**config.mk**
```make
export PLATFORM = sky130hd
export DESIGN_NAME = opb_register_bank_ppc2simulink
export DESIGN_NICKNAME = d
export VERILOG_FILES = /design/src/rtl/opb_register_bank_ppc2simulink.sv
export SDC_FILE = /design/constraint.sdc
export NUM_CORES = 1
export LEC_CHECK = 0
export BUFFER_PORTS_ARGS = -buffer_cell sky130_fd_sc_hd__buf_2
export CAP_MARGIN = 20
export CORE_ASPECT_RATIO = 0.7
export CORE_UTILIZATION = 45
export DETAILED_ROUTE_END_ITERATION = 12
export PLACE_DENSITY = 0.81
export RECOVER_POWER = 100
export SETUP_SLACK_MARGIN = 0.05
export SLEW_MARGIN = 25
export SYNTH_ARGS = -nofsm -noshare
export SYNTH_HDL_FRONTEND = slang
export SYNTH_HIERARCHICAL = 1
export SYNTH_SLANG_ARGS = --single-unit
```
**constraint.sdc**
```tcl
create_clock -name OPB_Clk -period 4 [get_ports OPB_Clk]
set_clock_uncertainty 0.15 [all_clocks]
set_input_delay 0.4 -clock OPB_Clk [delete_from_list [all_inputs] [get_ports OPB_Clk]]
set_output_delay 0.4 -clock OPB_Clk [all_outputs]
set_load 0.05 [all_outputs]
```
**src/rtl/opb_register_bank_ppc2simulink.sv**
```systemverilog
// OPB slave register bank: C_NUM_REGS read/write control words and
// C_NUM_STATUS read-only status words behind one OPB address window.
// Control words support byte enables and an optional self-clearing mode.
// OPB buses are big-endian ([0:31]). User-side buses are little-endian.

// One control word: byte-masked write; pulse words fall back after one cycle.
module opb_ctrl_word #(
    parameter logic [31:0] RST_VAL = 32'h0,
    parameter bit          PULSE   = 1'b0
) (
    input  logic        clk,
    input  logic        rst_n,
    input  logic        wr_en,
    input  logic [3:0]  be,
    input  logic [31:0] wdata,
    output logic [31:0] q
);
    // Byte-lane update on write; pulse words return to the reset value next edge
    always_ff @(posedge clk or negedge rst_n) begin
        if (!rst_n) begin
            q <= RST_VAL;
        end else if (wr_en) begin
            for (int b = 0; b < 4; b++)
                if (be[b]) q[8*b +: 8] <= wdata[8*b +: 8];
        end else if (PULSE) begin
            q <= RST_VAL;
        end
    end
endmodule

module opb_register_bank_ppc2simulink #(
    parameter logic [31:0]           C_BASEADDR    = 32'h01000B00,
    parameter logic [31:0]           C_HIGHADDR    = 32'h01000BFF,
    parameter int                    C_OPB_AWIDTH  = 32,
    parameter int                    C_OPB_DWIDTH  = 32,
    parameter int                    C_NUM_REGS    = 4,
    parameter int                    C_NUM_STATUS  = 2,
    parameter logic [31:0]           C_REG_RST_VAL = 32'h0,
    parameter logic [C_NUM_REGS-1:0] C_PULSE_MASK  = '0,
    parameter                        C_FAMILY      = "virtex5"
) (
    input  logic                      OPB_Clk,
    input  logic                      OPB_Rst_n,
    input  logic [0:31]               OPB_ABus,
    input  logic [0:3]                OPB_BE,
    input  logic [0:31]               OPB_DBus,
    input  logic                      OPB_RNW,
    input  logic                      OPB_select,
    input  logic                      OPB_seqAddr,
    output logic [0:31]               Sl_DBus,
    output logic                      Sl_xferAck,
    output logic                      Sl_errAck,
    output logic                      Sl_retry,
    output logic                      Sl_toutSup,
    output logic [32*C_NUM_REGS-1:0]  user_data_out,
    output logic [C_NUM_REGS-1:0]     user_wr_strobe,
    input  logic [32*C_NUM_STATUS-1:0] user_data_in
);
    // Only a 32-bit OPB is supported; any other width never decodes a hit.
    localparam bit CFG_OK = (C_OPB_DWIDTH == 32) && (C_OPB_AWIDTH == 32);

    typedef enum logic [1:0] {IDLE, ACK, HOLD} state_t;

    state_t                state, state_nxt;
    logic [31:0]           addr, wdata, offs, rd_mux, rd_q;
    logic [3:0]            be;
    logic [29:0]           idx;
    logic                  hit, take;
    logic [C_NUM_REGS-1:0] wr_sel, strobe_q;
    logic                  unused_bits;

    // Packed [0:31] -> [31:0] copies OPB bit k to user bit 31-k.
    assign addr  = OPB_ABus;
    assign wdata = OPB_DBus;
    assign be    = OPB_BE;
    assign offs  = addr - C_BASEADDR;
    assign idx   = offs[31:2];
    // Burst hint and byte offset inside a word are deliberately ignored.
    assign unused_bits = ^{OPB_seqAddr, offs[1:0]};

    assign hit  = CFG_OK && OPB_select && (addr >= C_BASEADDR) && (addr <= C_HIGHADDR);
    assign take = (state == IDLE) && hit;

    // Per-word write select: only in-range control words get written/strobed
    always_comb begin
        wr_sel = '0;
        for (int i = 0; i < C_NUM_REGS; i++)
            wr_sel[i] = take && !OPB_RNW && (idx == 30'(i));
    end

    // Read mux: control words, then status words, anything else reads zero
    always_comb begin
        rd_mux = '0;
        for (int i = 0; i < C_NUM_REGS; i++)
            if (idx == 30'(i)) rd_mux = user_data_out[32*i +: 32];
        for (int j = 0; j < C_NUM_STATUS; j++)
            if (idx == 30'(C_NUM_REGS + j)) rd_mux = user_data_in[32*j +: 32];
    end

    for (genvar i = 0; i < C_NUM_REGS; i++) begin : g_word
        opb_ctrl_word #(
            .RST_VAL (C_REG_RST_VAL),
            .PULSE   (C_PULSE_MASK[i])
        ) u_word (
            .clk   (OPB_Clk),
            .rst_n (OPB_Rst_n),
            .wr_en (wr_sel[i]),
            .be    (be),
            .wdata (wdata),
            .q     (user_data_out[32*i +: 32])
        );
    end

    // FSM state register
    always_ff @(posedge OPB_Clk or negedge OPB_Rst_n) begin
        if (!OPB_Rst_n) state <= IDLE;
        else            state <= state_nxt;
    end

    // Next state: HOLD swallows the cycle in which the master drops select
    always_comb begin
        state_nxt = state;
        case (state)
            IDLE:    if (hit) state_nxt = ACK;
            ACK:     state_nxt = HOLD;
            HOLD:    state_nxt = IDLE;
            default: state_nxt = IDLE;
        endcase
    end

    // Read data and write strobes are live only during the ACK cycle
    always_ff @(posedge OPB_Clk or negedge OPB_Rst_n) begin
        if (!OPB_Rst_n) begin
            rd_q     <= '0;
            strobe_q <= '0;
        end else begin
            rd_q     <= (take && OPB_RNW) ? rd_mux : 32'h0;
            strobe_q <= wr_sel;
        end
    end

    assign Sl_xferAck     = (state == ACK);
    assign Sl_DBus        = rd_q;
    assign user_wr_strobe = strobe_q;
    assign Sl_errAck      = 1'b0;
    assign Sl_retry       = 1'b0;
    assign Sl_toutSup     = 1'b0;
endmodule

```
# == Yosys cells after proc, flatten, opt, wreduce, memory -nomap -nowiden ==
# Index checks and enable logic that the tools add are counted.
# classes
reduce_logical,28
order_cmp,2
mux,9
addsub,1
eq_ne,7
# op_table
cell,count
two-way mux 32 bit,7
== test 30 x 2 -> 1 bit (second input constant),2
== test 30 x 3 -> 1 bit (second input constant),2
>= comparator 32 x 25 -> 1 bit (second input constant),1
less-or-equal comparator 32 x 25 -> 1 bit (second input constant),1
AND reduction 2 bit,16
subtractor 32 x 25 -> 32 bit (second input constant),1
== test 30 x 1 -> 1 bit (second input constant),1
logical NOT 30 bit,1
logical AND 1 bit,9
case mux 2 bit (2 select lines),1
== test 2 x 1 -> 1 bit (second input constant),1
logical NOT 2 bit,1
two-way mux 2 bit,1
inequality test 2 bit (second input constant),1
logical NOT 1 bit,1
# totals
word_cells,66
reg_bits,166

# == Logic depth before layout (Yosys ltp) ==
# Gate-level depths: netlist of the first run.
# depth
depth_word,9
ltp_mapped,7
ltp_nobuf,6

# == By module ==
# Netlist of the first run, hierarchy kept.
# modules_own_cells
mod,area_per_inst_um2,cells_each,instances
opb_ctrl_word,1186.1,68,4
opb_register_bank_ppc2simulink,2742.6,220,1

# == Worst setup path after synthesis of the first run ==
# Ideal clock, no wire load.
# synth_path
path_type,in2reg
startpoint,in OPB_ABus[11] (netlist bit)
endpoint,reg g_word[0].u_word.q[10]
path_buffers,0
setup_ps,125
t_arrival_ps,2678
setup_slack_ps,1048
path_stages,6
required_time_ps,3725
cell_sequence,or4_4 nor4_4 nand4_2 nor4_1 nand2_2 mux2_2
# synth_between
elab_chain_cells,7
elab_cells_between_ends,10
classes_between,1 x add/sub; 2 x order compare; 7 x reduce/logical
# synth_lines
item,line_no,rtl
start: declaration,44,"input logic [0:31] OPB_ABus,"
"parallel branches: the longest is 5 deep, another holds subtractor 32 x 25 -> 32 bit",-,
logical AND 1 bit *,88,wr_sel[i] = take && !OPB_RNW && (idx == 30'(i));
via wr_sel[0],69,"logic [C_NUM_REGS-1:0] wr_sel, strobe_q;"
AND reduction 2 bit (no line) *,-,
end signal: indexed assignment,24,if (be[b]) q[8*b +: 8] <= wdata[8*b +: 8];
end: declaration,16,output logic [31:0] q
# Mark *: on every way through the listed nets, which the timed path passes.
# A chain may end at the register's enable or synchronous reset.

# == Final worst setup path of the first run ==
# layout_path
startpoint,in OPB_ABus[28] (netlist bit)
endpoint,reg rd_q[30] (netlist: Sl_DBus[1])
# layout_between
elab_chain_cells,9
elab_cells_between_ends,20
classes_between,1 x add/sub; 2 x order compare; 5 x eq/ne; 7 x mux; 5 x reduce/logical
# layout_lines
item,line_no,rtl
subtractor 32 x 25 -> 32 bit,76,assign offs = addr - C_BASEADDR;
logical NOT 30 bit,95,if (idx == 30'(i)) rd_mux = user_data_out[32*i +: 32];
two-way mux 32 bit (4 in a row),95,
two-way mux 32 bit (2 in a row),97,if (idx == 30'(C_NUM_REGS + j)) rd_mux = user_data_in[32*j +: 32];
two-way mux 32 bit *,137,rd_q <= (take && OPB_RNW) ? rd_mux : 32'h0;
end signal: assignment,137,
end: declaration,65,"logic [31:0] addr, wdata, offs, rd_mux, rd_q;"
# Mark *: on every way between the ends. The rest lies on a longest branch, timed or not.

==> impl_metrics.csv, run 1 <==
group,metric,value,unit
clocking,worstSkewPairLatency,0.41,ns
synthesis,synthDistinctLibCells,28,
clocking,clk_path_buf_depth,2,
synthesis,netlist.area_leader.share,55.5,%
timing,slew_headroom,-17.4,%
timing,hold_viol_final,0,
synthesis,synthTopCellsByCount,"166 x dfrtp_1, 160 x mux2_2, 32 x a22oi_1, 32 x mux4_2, 32 x nor2_1",
layout,regArea,0.00415,mm2
global_routing,antenna_found_initial,1,
placed_design,dp_hpwl,14100,um
synthesis,synth.area.top_cells,"dfrtp_1 55%, mux2_2 24%, mux4_2 9.6%, a22oi_1 3.2%, nor2_1 1.6%",
setup_path,regToRegSetupSlack,1.00,ns
setup_path,cp.arrival,3.30,ns
run,cap_violations,2,
global_routing,grt_max_degree,82,
setup_path,start_kind,"input pin",
detailed_routing,wl_per_cell,19.3,um
global_routing,track_usage,23.5,%
die,rows,39,
timing,tightest_slew,1.76,ns
layout,antennaDiodeCount,0,
detailed_routing,drtIter0Drc,301,
timing,finalCriticalPeriod,3.14,ns
die,die_area,0.0172,mm2
setup_path,critPathCaptureType,"register",
detailed_routing,wl,20000,um
timing,rsz0062_at_grt,"no",
clocking,cts_tree,"built",
synthesis,mappedNetlistArea,0.00749,mm2
power,p_per_area,368,mW/mm2
clocking,clk_pin_slew,0.07,ns
power,vdd_drop_max,0.199,mV
run_status,violations,"max-capacitance violations, max-slew violations",
synthesis,ys_seq_area_share,55.5,%
setup_path,rr_worst_depth,7,
clocking,htree_levels,4,
placed_design,io_buffers,298,
placed_design,gp_congestion,0.791,
setup_path,critical_path_class,"input pin to register",
worst_hold_path,hp-start,"OPB_DBus[24]",
synthesis,async_reset_ff_share,100,%
die,io_pins,305,
timing,fmax,319,MHz
timing,post-route-period-util,78.4,%
placed_design,pre_cts_ws,0.877,ns
setup_path,r2r_end,"g_word[0].u_word/q[3]$_DFFE_PN0P_",
detailed_routing,vias,5528,
timing,worst_slack,0.865,ns
detailed_routing,drt.antenna.violating_nets,0,
synthesis,synth_flop_cell,"dfrtp_1",
detailed_routing,first_pass_iters,5,
layout,drive_gt1_share,45.0,%
die,fp.dieH,110,um
synthesis,avgSynthCellArea,15.2,um2
run_status,status,"complete, but fails checks",
setup_path,r2r-start,"state[1]$_DFFE_PN0P_",
detailed_routing,viasPerCell,5.34,
global_routing,grt_pass1_wl,29600,um
synthesis,synth_edf_count,0,
worst_hold_path,hold_path_class,"input pin to register",
synthesis,synth_cells,492,
timing,maxSlewViolCount,58,
layout,nFillCells,1427,
clocking,cts-root-buf,"clkbuf_16",
die,core-area,0.0163,mm2
power,leakagePower,4.62,nW
timing,setup_viol,0,
clocking,clock_sinks,166,
global_routing,grt_overflow_total,0,
synthesis,synth_most_common_cell,"dfrtp_1",
clocking,cts_buffers,17,
layout,final_nets,935,
die,initial_core_util,45.9,%
global_routing,grt_pass1_vias,5440,
setup_path,required,4.16,ns
timing,fin_setup_tns,0,ns
synthesis,synth-seq-cells,166,
setup_path,cp_max_fo,32,
synthesis,yosys_warnings,6,
layout,syn2layout_area_growth,27.5,%
die,die_w,156,um
layout,multi_input_area,0.00315,mm2
worst_hold_path,holdPathStages,2,
synthesis,synth_area_leader_cell,"dfrtp_1",
layout,postLayoutCoreUtil,58.6,%
detailed_routing,post-route-drc-count,0,
clocking,cts_setup_buffers,0,
worst_hold_path,hold_end,"g_word[0].u_word/q[7]$_DFFE_PN0P_",
metal layers:
metal / track usage (%) / vias up / wire [um]
li1: - / 2454 / -
met1: 31.4 / 2828 / 8690
met2: 38.2 / 224 / 9770
met3: 5.52 / 20 / 1350
met4: 7.07 / 2 / 189
met5: 0 / - / 13
report_power, final:
part | internal (W) | leakage [nW] | switching [W] | total (W)
clock network | 0.000922 | 0.280 | 0.000688 | 0.00161
registers | 0.00168 | 2.32 | 0.00000000000154 | 0.00168
logic | 0.0000967 | 2.02 | 0.000128 | 0.000225
total | 0.00270 | 4.62 | 0.000816 | 0.00351
how the worst max path moves through the flow:
stage	start	end	cells past startpoint	slack [ns]
6_report	OPB_ABus[28]	Sl_DBus[1]$_DFF_PN0_	5	0.86
5_1_grt	OPB_ABus[28]	Sl_DBus[1]$_DFF_PN0_	5	0.68
4_1_cts	OPB_ABus[11]	g_word[0].u_word/q[3]$_DFFE_PN0P_	8	1.30
3_5_place_dp	OPB_ABus[11]	g_word[0].u_word/q[3]$_DFFE_PN0P_	8	0.88
3_3_place_gp	OPB_ABus[11]	g_word[0].u_word/q[5]$_DFFE_PN0P_	8	0.94
2_1_floorplan	OPB_ABus[11]	g_word[0].u_word/q[10]$_DFFE_PN0P_	6	1.05
layout make-up:
class | instances | share of cell area (%)
Clock buffer | 21 | 4.93
Sequential cell | 166 | 43.5
Tap cell | 225 | 2.95
Inverter | 3 | 0.118
Multi-Input combinational cell | 301 | 33.0
Timing Repair Buffer | 309 | 14.3
Clock inverter | 11 | 1.21
sequential cells by signal, indices dropped and copies added (netlist names):
signal / cells
Sl_DBus: 32
g_word.u_word/q: 128
state: 2
user_wr_strobe: 4
worst max-delay path, stage by stage:
cell	delay, ns
clkbuf_1	0.63
buf_4	0.49
nor2_2	1.35
a22oi_1	0.17
nor3_1	0.22
per-stage QoR:
step                      hold slack, ns  power, W  cells  cell area, um2
final                              0.106   0.00351   1036            9550
after global routing              0.0974   0.00364   1036            9550
after CTS                         0.0869   0.00355   1036            9850
after detailed placement          0.0956   0.00194   1003            9250
after global placement            0.0963   0.00193   1003            9250
after floorplan                  -0.0456   0.00180    494            7490
cells by family (layout without fill, tap and decap cells):
logic type / after synthesis / count (layout) / share of synthesized area [%]
DFF: 166 / 166 / 55.5
other: 1 / 3 / 0.0501
buffers and inverters: 27 / 344 / 1.92
muxes: 192 / 192 / 33.7
and+or+nand+nor: 73 / 73 / 5.58
AOI/OAI and AO/OA: 33 / 33 / 3.28
cells in the final DEF (no fill, tap or decap), types with 3 or more instances in the layout:
cell type	netlist	layout
buf_4	3	6
mux2_2	160	160
clkbuf_1	11	172
mux4_2	32	32
nor4_1	4	4
clkinvlp_4	0	3
dfrtp_1	166	166
conb_1	1	3
nand2_1	2	18
nor2_1	32	31
clkbuf_16	0	17
buf_2	7	130
clkbuf_8	0	3
a22oi_1	32	32
nor3_1	6	6
what timing repair did:
item                                   CTS  global route
hold buffers                             1             0
gates resized for setup                  0             0
endpoints found under the hold margin   18             0
No activity file was read; power rests on OpenSTA's default activity.
==> inputs of run 2 (changes only) <==
--- a/config.mk
+++ b/config.mk
@@ -5,6 +5,7 @@
 export SDC_FILE = /design/constraint.sdc
 export NUM_CORES = 1
 export LEC_CHECK = 0
+export ABC_AREA = 1
 export BUFFER_PORTS_ARGS = -buffer_cell sky130_fd_sc_hd__buf_2
 export CAP_MARGIN = 20
 export CORE_ASPECT_RATIO = 0.7
==> constraint.sdc (replaced) <==
create_clock -name OPB_Clk -period 2.85 [get_ports OPB_Clk]
set_clock_uncertainty 0.15 [all_clocks]
set_input_delay 0.285 -clock OPB_Clk [delete_from_list [all_inputs] [get_ports OPB_Clk]]
set_output_delay 0.285 -clock OPB_Clk [all_outputs]
set_load 0.05 [all_outputs]
==> impl_metrics.csv, run 2 <==
group,metric,value,unit
placed_design,dp.cells,1792,
timing,tightest_slew,1.66,ns
synthesis,synthDistinctLibCells,32,
detailed_routing,wl,31800,um
placed_design,gp_congestion,0.938,
global_routing,track_usage,30.4,%
clocking,cts_resized,0,
global_routing,grt_pass1_vias,9401,
synthesis,async_reset_ff_share,100,%
clocking,cts_tree,"built",
detailed_routing,drt.antenna.violating_nets,0,
setup_path,critPathCaptureType,"register",
clocking,cts-root-buf,"clkbuf_16",
synthesis,synth-seq-cells,166,
setup_path,cp_slowest_cell,"o21ai_0",
timing,setup_viol,0,
synthesis,mappedNetlistArea,0.00920,mm2
timing,fmax,389,MHz
die,initial_core_util,46.2,%
setup_path,cp_common_cell,"nand2_1",
global_routing,grt_max_degree,65,
setup_path,regToRegSetupSlack,0.75,ns
die,fp.dieH,122,um
setup_path,r2r-start,"state[1]$_DFFE_PN0P_",
detailed_routing,viasPerCell,5.33,
global_routing,grt-busiest-layer,"met2",
layout,drive_gt1_share,15.3,%
synthesis,synth.area.top_cells,"dfrtp_1 45%, nand2_1 17%, nand3_1 9.5%, inv_1 4.9%, o21ai_0 4.8%",
synthesis,ys_seq_area_share,45.2,%
placed_design,io_buffers,298,
synthesis,netlist.area_leader.share,45.2,%
synthesis,synth_flop_cell,"dfrtp_1",
power,switching_share,26.6,%
timing,holdWs,0.00918,ns
synthesis,synthTopCellsByCount,"427 x nand2_1, 175 x nand3_1, 166 x dfrtp_1, 119 x inv_1, 88 x o21ai_0",
power,seqPwrFrac,47.2,%
layout,largest-register,"g_word.u_word/q",
layout,final_common_cell,"nand2_1",
layout,largest_reg_flops,128,
clocking,clk_path_buf_depth,2,
global_routing,gr-usage-met2,50.4,%
global_routing,antenna_found_initial,0,
layout,final_nets,1722,
detailed_routing,wl_per_cell,17.0,um
timing,finalCriticalPeriod,2.57,ns
worst_hold_path,holdPathStages,3,
setup_path,cp.arrival,2.73,ns
clocking,cts_buffers,17,
timing,slew_headroom,-10.5,%
synthesis,yosys_warnings,6,
detailed_routing,drtIter0Drc,919,
timing,rsz0062_at_grt,"no",
synthesis,synth_cells,1256,
run_status,status,"complete, but fails checks",
global_routing,grt.met1_usage,39.3,%
worst_hold_path,hold_end,"Sl_DBus[9]$_DFF_PN0_",
run_status,violations,"max-capacitance violations, max-slew violations",
power,vdd_drop_max,0.366,mV
timing,post-route-period-util,90.1,%
clocking,clk_pin_slew,0.08,ns
die,rows,43,
layout,fin_area,0.0119,mm2
synthesis,synth_most_common_cell,"nand2_1",
timing,hold_viol_final,0,
die,core-area,0.0199,mm2
placed_design,dp_hpwl,23000,um
power,pwr-share-clk,45.8,%
run,cap_violations,1,
layout,postLayoutCoreUtil,59.6,%
synthesis,avgSynthCellArea,7.32,um2
setup_path,required,3.01,ns
timing,fin_setup_tns,0,ns
placed_design,dpl-instance-area,0.0111,mm2
setup_path,cp_max_fo,36,
power,combPwrFrac,7.0,%
die,die_area,0.0210,mm2
power,p_per_area,421,mW/mm2
worst_hold_path,hold_path_class,"input pin to register",
global_routing,grt_pass1_wl,49300,um
power,p_sw,0.00133,W
detailed_routing,vias,9948,
power,internal_power,0.00366,W
worst_hold_path,hp-start,"user_data_in[54]",
setup_path,r2r_end,"g_word[3].u_word/q[10]$_DFFE_PN0P_",
layout,syn2layout_area_growth,29.0,%
power,leakagePower,6.28,nW
setup_path,critical_path_class,"input pin to register",
setup_path,start_kind,"input pin",
layout,antennaDiodeCount,0,
global_routing,grt_overflow_total,0,
clocking,worstSkewPairLatency,0.43,ns
clocking,clock_sinks,166,
setup_path,path_cells,"buf_2 > nand2_1 > nand2_1 > nand2_1 > nand3_1 > nand2_1 > nand2_1 > inv_1 > nand2_1 > nor2_2 > nand2_1 > nor2_4 > nand4_2 > buf_12 > o21ai_0 > nand3_1 > a21oi_1 > nor2_1",
detailed_routing,first_pass_iters,6,
clocking,htree_levels,4,
global_routing,grt_use_met3,5.68,%
synthesis,synth_edf_count,0,
synthesis,synth_area_leader_cell,"dfrtp_1",
setup_path,rr_worst_depth,7,
setup_path,cp_slowest_stage_delay,0.31,ns
die,die_w,173,um
layout,final_cell_mix,"437 x nand2_1, 175 x nand3_1, 167 x clkbuf_1, 166 x dfrtp_1, 131 x buf_2",
timing,maxSlewViolCount,64,
layout,fin_cells,1868,
detailed_routing,post-route-drc-count,0,
die,io_pins,305,
==> run 2: cell types whose count changed in the layout (fill, tap and decap cells not counted), moves of 30 or more <==
cell / delta
mux4_2: -32
inv_1: +117
a21oi_1: +32
nand2_1: +419
nand4_1: +30
mux2_2: -160
a22oi_1: -32
dlygate4sd3_1: +43
o21ai_0: +92
nand3_1: +175
==> run 2: power groups by stage <==
stage	Combinational (W)	Clock (W)	Sequential, W
5_1_grt	0.000382	0.00243	0.00235
6_report	0.000348	0.00228	0.00235
2_1_floorplan	0.000103	0	0.00240
3_3_place_gp	0.000296	0	0.00240
3_5_place_dp	0.000299	0	0.00240
4_1_cts	0.000347	0.00232	0.00235
==> run 2: worst max path at each step <==
| stage | slack [ns] | cells after the start | start | to |
|---|---|---|---|---|
| final | 0.28 | 18 | OPB_ABus[23] | Sl_DBus[0]$_DFF_PN0_ |
| after global routing | 0.05 | 3 | OPB_Rst_n | g_word[2].u_word/q[9]$_DFFE_PN0P_ |
| after CTS | 0.41 | 19 | OPB_ABus[23] | g_word[0].u_word/q[15]$_DFFE_PN0P_ |
| after detailed placement | -0.04 | 19 | OPB_ABus[23] | g_word[0].u_word/q[11]$_DFFE_PN0P_ |
| after global placement | 0.05 | 18 | OPB_ABus[23] | g_word[0].u_word/q[11]$_DFFE_PN0P_ |
| after floorplan | 0.32 | 19 | OPB_ABus[14] | g_word[3].u_word/q[5]$_DFFE_PN0P_ |
==> run 2: cell type report <==
cell class	count	area (um2)
Clock buffer	17	425
Clock inverter	15	153
Fill cell	1921	8050
Inverter	120	450
Multi-Input combinational cell	896	4120
Sequential cell	166	4150
Tap cell	270	338
Timing Repair Buffer	384	2220
==> run 2: worst max-delay path: cells and delay by family <==
| family | cells | cell delay [ns] |
|---|---|---|
| AOI/OAI and AO/OA | 2 | 0.52 |
| buffers and inverters | 3 | 0.35 |
| and+or+nand+nor | 13 | 1.54 |
==> run 2: stage by stage <==
stage	worst slack, ns	power (W)
finish	0.281	0.00499
global route	0.0480	0.00516
CTS	0.405	0.00502
detailed placement	-0.0387	0.00270
global placement	0.0532	0.00270
floorplan	0.318	0.00250
==> run 2: cell families after synthesis <==
logic type / Yosys count / synth area share [%]
DFF: 166 / 45.2
buffers and inverters: 196 / 10.3
and+or+nand+nor: 746 / 36.5
other: 1 / 0.0408
AOI/OAI and AO/OA: 147 / 8.00
==> run 2: timing repair <==
action	in CTS	in global routing
hold endpoints to repair	163	1
hold buffers	43	1
endpoints found under the setup margin	0	0
setup buffers	0	0
==> run 2: metal layers <==
metal	vias to the layer above	wire length, um
met5	-	0
met4	0	1120
met3	73	2740
met2	530	14900
met1	4661	13000
li1	4684	-
==> inputs of run 3 (changes only) <==
--- a/config.mk
+++ b/config.mk
@@ -11,7 +11,7 @@
 export CORE_ASPECT_RATIO = 0.7
 export CORE_UTILIZATION = 45
 export DETAILED_ROUTE_END_ITERATION = 12
-export PLACE_DENSITY = 0.81
+export PLACE_DENSITY = 0.78
 export RECOVER_POWER = 100
 export SETUP_SLACK_MARGIN = 0.05
 export SLEW_MARGIN = 25
==> constraint.sdc (replaced) <==
create_clock -name OPB_Clk -period 3.2 [get_ports OPB_Clk]
set_clock_uncertainty 0.15 [all_clocks]
set_input_delay 0.32 -clock OPB_Clk [delete_from_list [all_inputs] [get_ports OPB_Clk]]
set_output_delay 0.32 -clock OPB_Clk [all_outputs]
set_load 0.05 [all_outputs]
==> impl_metrics.csv, run 3 (synthesis gave the netlist of run 2 again) <==
group,metric,value,unit
setup_path,cp_common_cell,"nand2_1",
setup_path,critical_path_class,"input pin to register",
run_status,status,"complete, but fails checks",
timing,rsz0062_at_grt,"no",
clocking,clk_path_buf_depth,2,
global_routing,antenna_found_initial,0,
setup_path,cp_slowest_cell,"nor2_1",
timing,maxSlewViolCount,86,
clocking,worstSkewPairLatency,0.42,ns
global_routing,grt_pass1_wl,48000,um
global_routing,grt_pass1_vias,9059,
detailed_routing,wl,30000,um
timing,post-route-period-util,85.9,%
die,fp.dieH,122,um
layout,largest-register,"g_word.u_word/q",
layout,drive_gt1_share,14.4,%
clocking,clk_pin_slew,0.07,ns
timing,tightest_slew,2.31,ns
timing,fin_setup_tns,0,ns
clocking,cts_tree,"built",
detailed_routing,viasPerCell,5.34,
setup_path,cp_slowest_stage_delay,0.31,ns
detailed_routing,vias,9661,
detailed_routing,drt.antenna.violating_nets,0,
clocking,cts-root-buf,"clkbuf_16",
worst_hold_path,hp-start,"user_data_in[63]",
die,die_area,0.0210,mm2
timing,hold_viol_final,0,
placed_design,dp_hpwl,22300,um
clocking,cts_resized,0,
die,rows,43,
global_routing,grt_overflow_total,0,
die,die_w,173,um
timing,fmax,364,MHz
clocking,htree_levels,4,
worst_hold_path,hold_path_class,"input pin to register",
die,io_pins,305,
layout,syn2layout_area_growth,21.8,%
layout,nFillCells,1957,
die,initial_core_util,46.2,%
setup_path,crit_start,"OPB_ABus[13]",
clocking,cts_setup_buffers,0,
timing,holdWs,0.0233,ns
setup_path,start_kind,"input pin",
die,core-area,0.0199,mm2
placed_design,io_buffers,298,
setup_path,critPathCaptureType,"register",
clocking,clock_sinks,166,
setup_path,cp.arrival,2.91,ns
power,p_per_area,400,mW/mm2
run,cap_violations,1,
layout,largest_reg_flops,128,
power,leakagePower,6.00,nW
clocking,cts_buffers,17,
run_status,violations,"max-capacitance violations, max-slew violations",
setup_path,r2r-start,"state[0]$_DFFE_PN0P_",
power,vdd_drop_max,0.386,mV
layout,final_nets,1662,
layout,antennaDiodeCount,0,
setup_path,path_cells,"clkbuf_1 > nor2_1 > nand2_1 > nor2_1 > nand2_1 > nand2_2 > nand2_1 > nand2_1 > nand2_1 > nor2_2 > nand3_2 > nor2_8 > nand2_2 > nor2_1 > buf_12 > nand2_2 > nand2_1 > nand2_1",
timing,slew_headroom,-54.0,%
setup_path,cp_max_fo,37,
layout,postLayoutCoreUtil,56.3,%
detailed_routing,wl_per_cell,16.6,um
global_routing,track_usage,29.1,%
timing,finalCriticalPeriod,2.75,ns
detailed_routing,first_pass_iters,6,
layout,final_cell_mix,"438 x nand2_1, 175 x nand3_1, 167 x clkbuf_1, 166 x dfrtp_1, 131 x buf_2",
global_routing,grt_max_degree,87,
detailed_routing,post-route-drc-count,0,
layout,final_common_cell,"nand2_1",
setup_path,required,3.36,ns
detailed_routing,drtIter0Drc,926,
timing,setup_viol,0,
placed_design,gp_congestion,0.912,
## run 3: cell count changes in the layout (fill, tap and decap cells not counted), sizes merged
cell / before / now
clkinv: 3 / 1
dlygate4sd3: 44 / 1
inv: 129 / 127
buf: 170 / 154
clkinvlp: 3 / 4
bufinv: 0 / 2
## run 3: worst paths after layout
path	to	slack, ns	depth (start not counted)
worst max-delay path	g_word[2].u_word/q[18]$_DFFE_PN0P_	0.45	18
worst min-delay path	Sl_DBus[0]$_DFF_PN0_	0.02	3
worst max register to register	g_word[1].u_word/q[7]$_DFFE_PN0P_	1.20	7
worst min register to register	g_word[2].u_word/q[11]$_DFFE_PN0P_	0.34	2
max in group asynchronous	g_word[3].u_word/q[14]$_DFFE_PN0P_	0.55	2
min in group asynchronous	user_wr_strobe[0]$_DFF_PN0_	0.95	2
## run 3: layout make-up
class                      instances  area, um2  area share, %
clock buffer                      18        439           3.92
clock inverter                    14        161           1.44
inverter                         120        450           4.02
multi-input combinational        896       4080           36.4
sequential                       166       4150           37.1
tap                              270        338           3.02
timing repair buffer             324       1580           14.1
## run 3: worst max-delay path: cells and delay by family
| kind | cells | cell delay, ns |
|---|---|---|
| simple gates | 16 | 2.20 |
| buf+inv | 2 | 0.36 |
## run 3: where the power goes
group | switching (W) | total [W] | internal (W)
combinational | 0.000181 | 0.000265 | 0.0000848
sequential | 0.00000000000206 | 0.00210 | 0.00210
clock | 0.000925 | 0.00212 | 0.00119
total | 0.00111 | 0.00448 | 0.00338
## run 3: per-stage QoR
stage	area [um2]	std cells	setup WS, ns	power [W]
3_3_place_gp	10900	1775	0.252	0.00240
3_5_place_dp	10900	1775	0.204	0.00240
2_1_floorplan	9200	1258	0.633	0.00223
6_report	11200	1808	0.451	0.00448
4_1_cts	11500	1808	0.632	0.00451
5_1_grt	11200	1808	0.170	0.00463
## run 3: per-layer routing
layer  track usage [%]  share of wire [%]
met2              49.6                 48
met3              5.24                8.7
met5                 0                  0
met4              8.57                1.9
met1              38.3                 41
## run 3: repair_timing
item	4_1_cts	5_1_grt
hold endpoints to repair	83	0
hold buffers	1	0
setup endpoints to repair	0	0
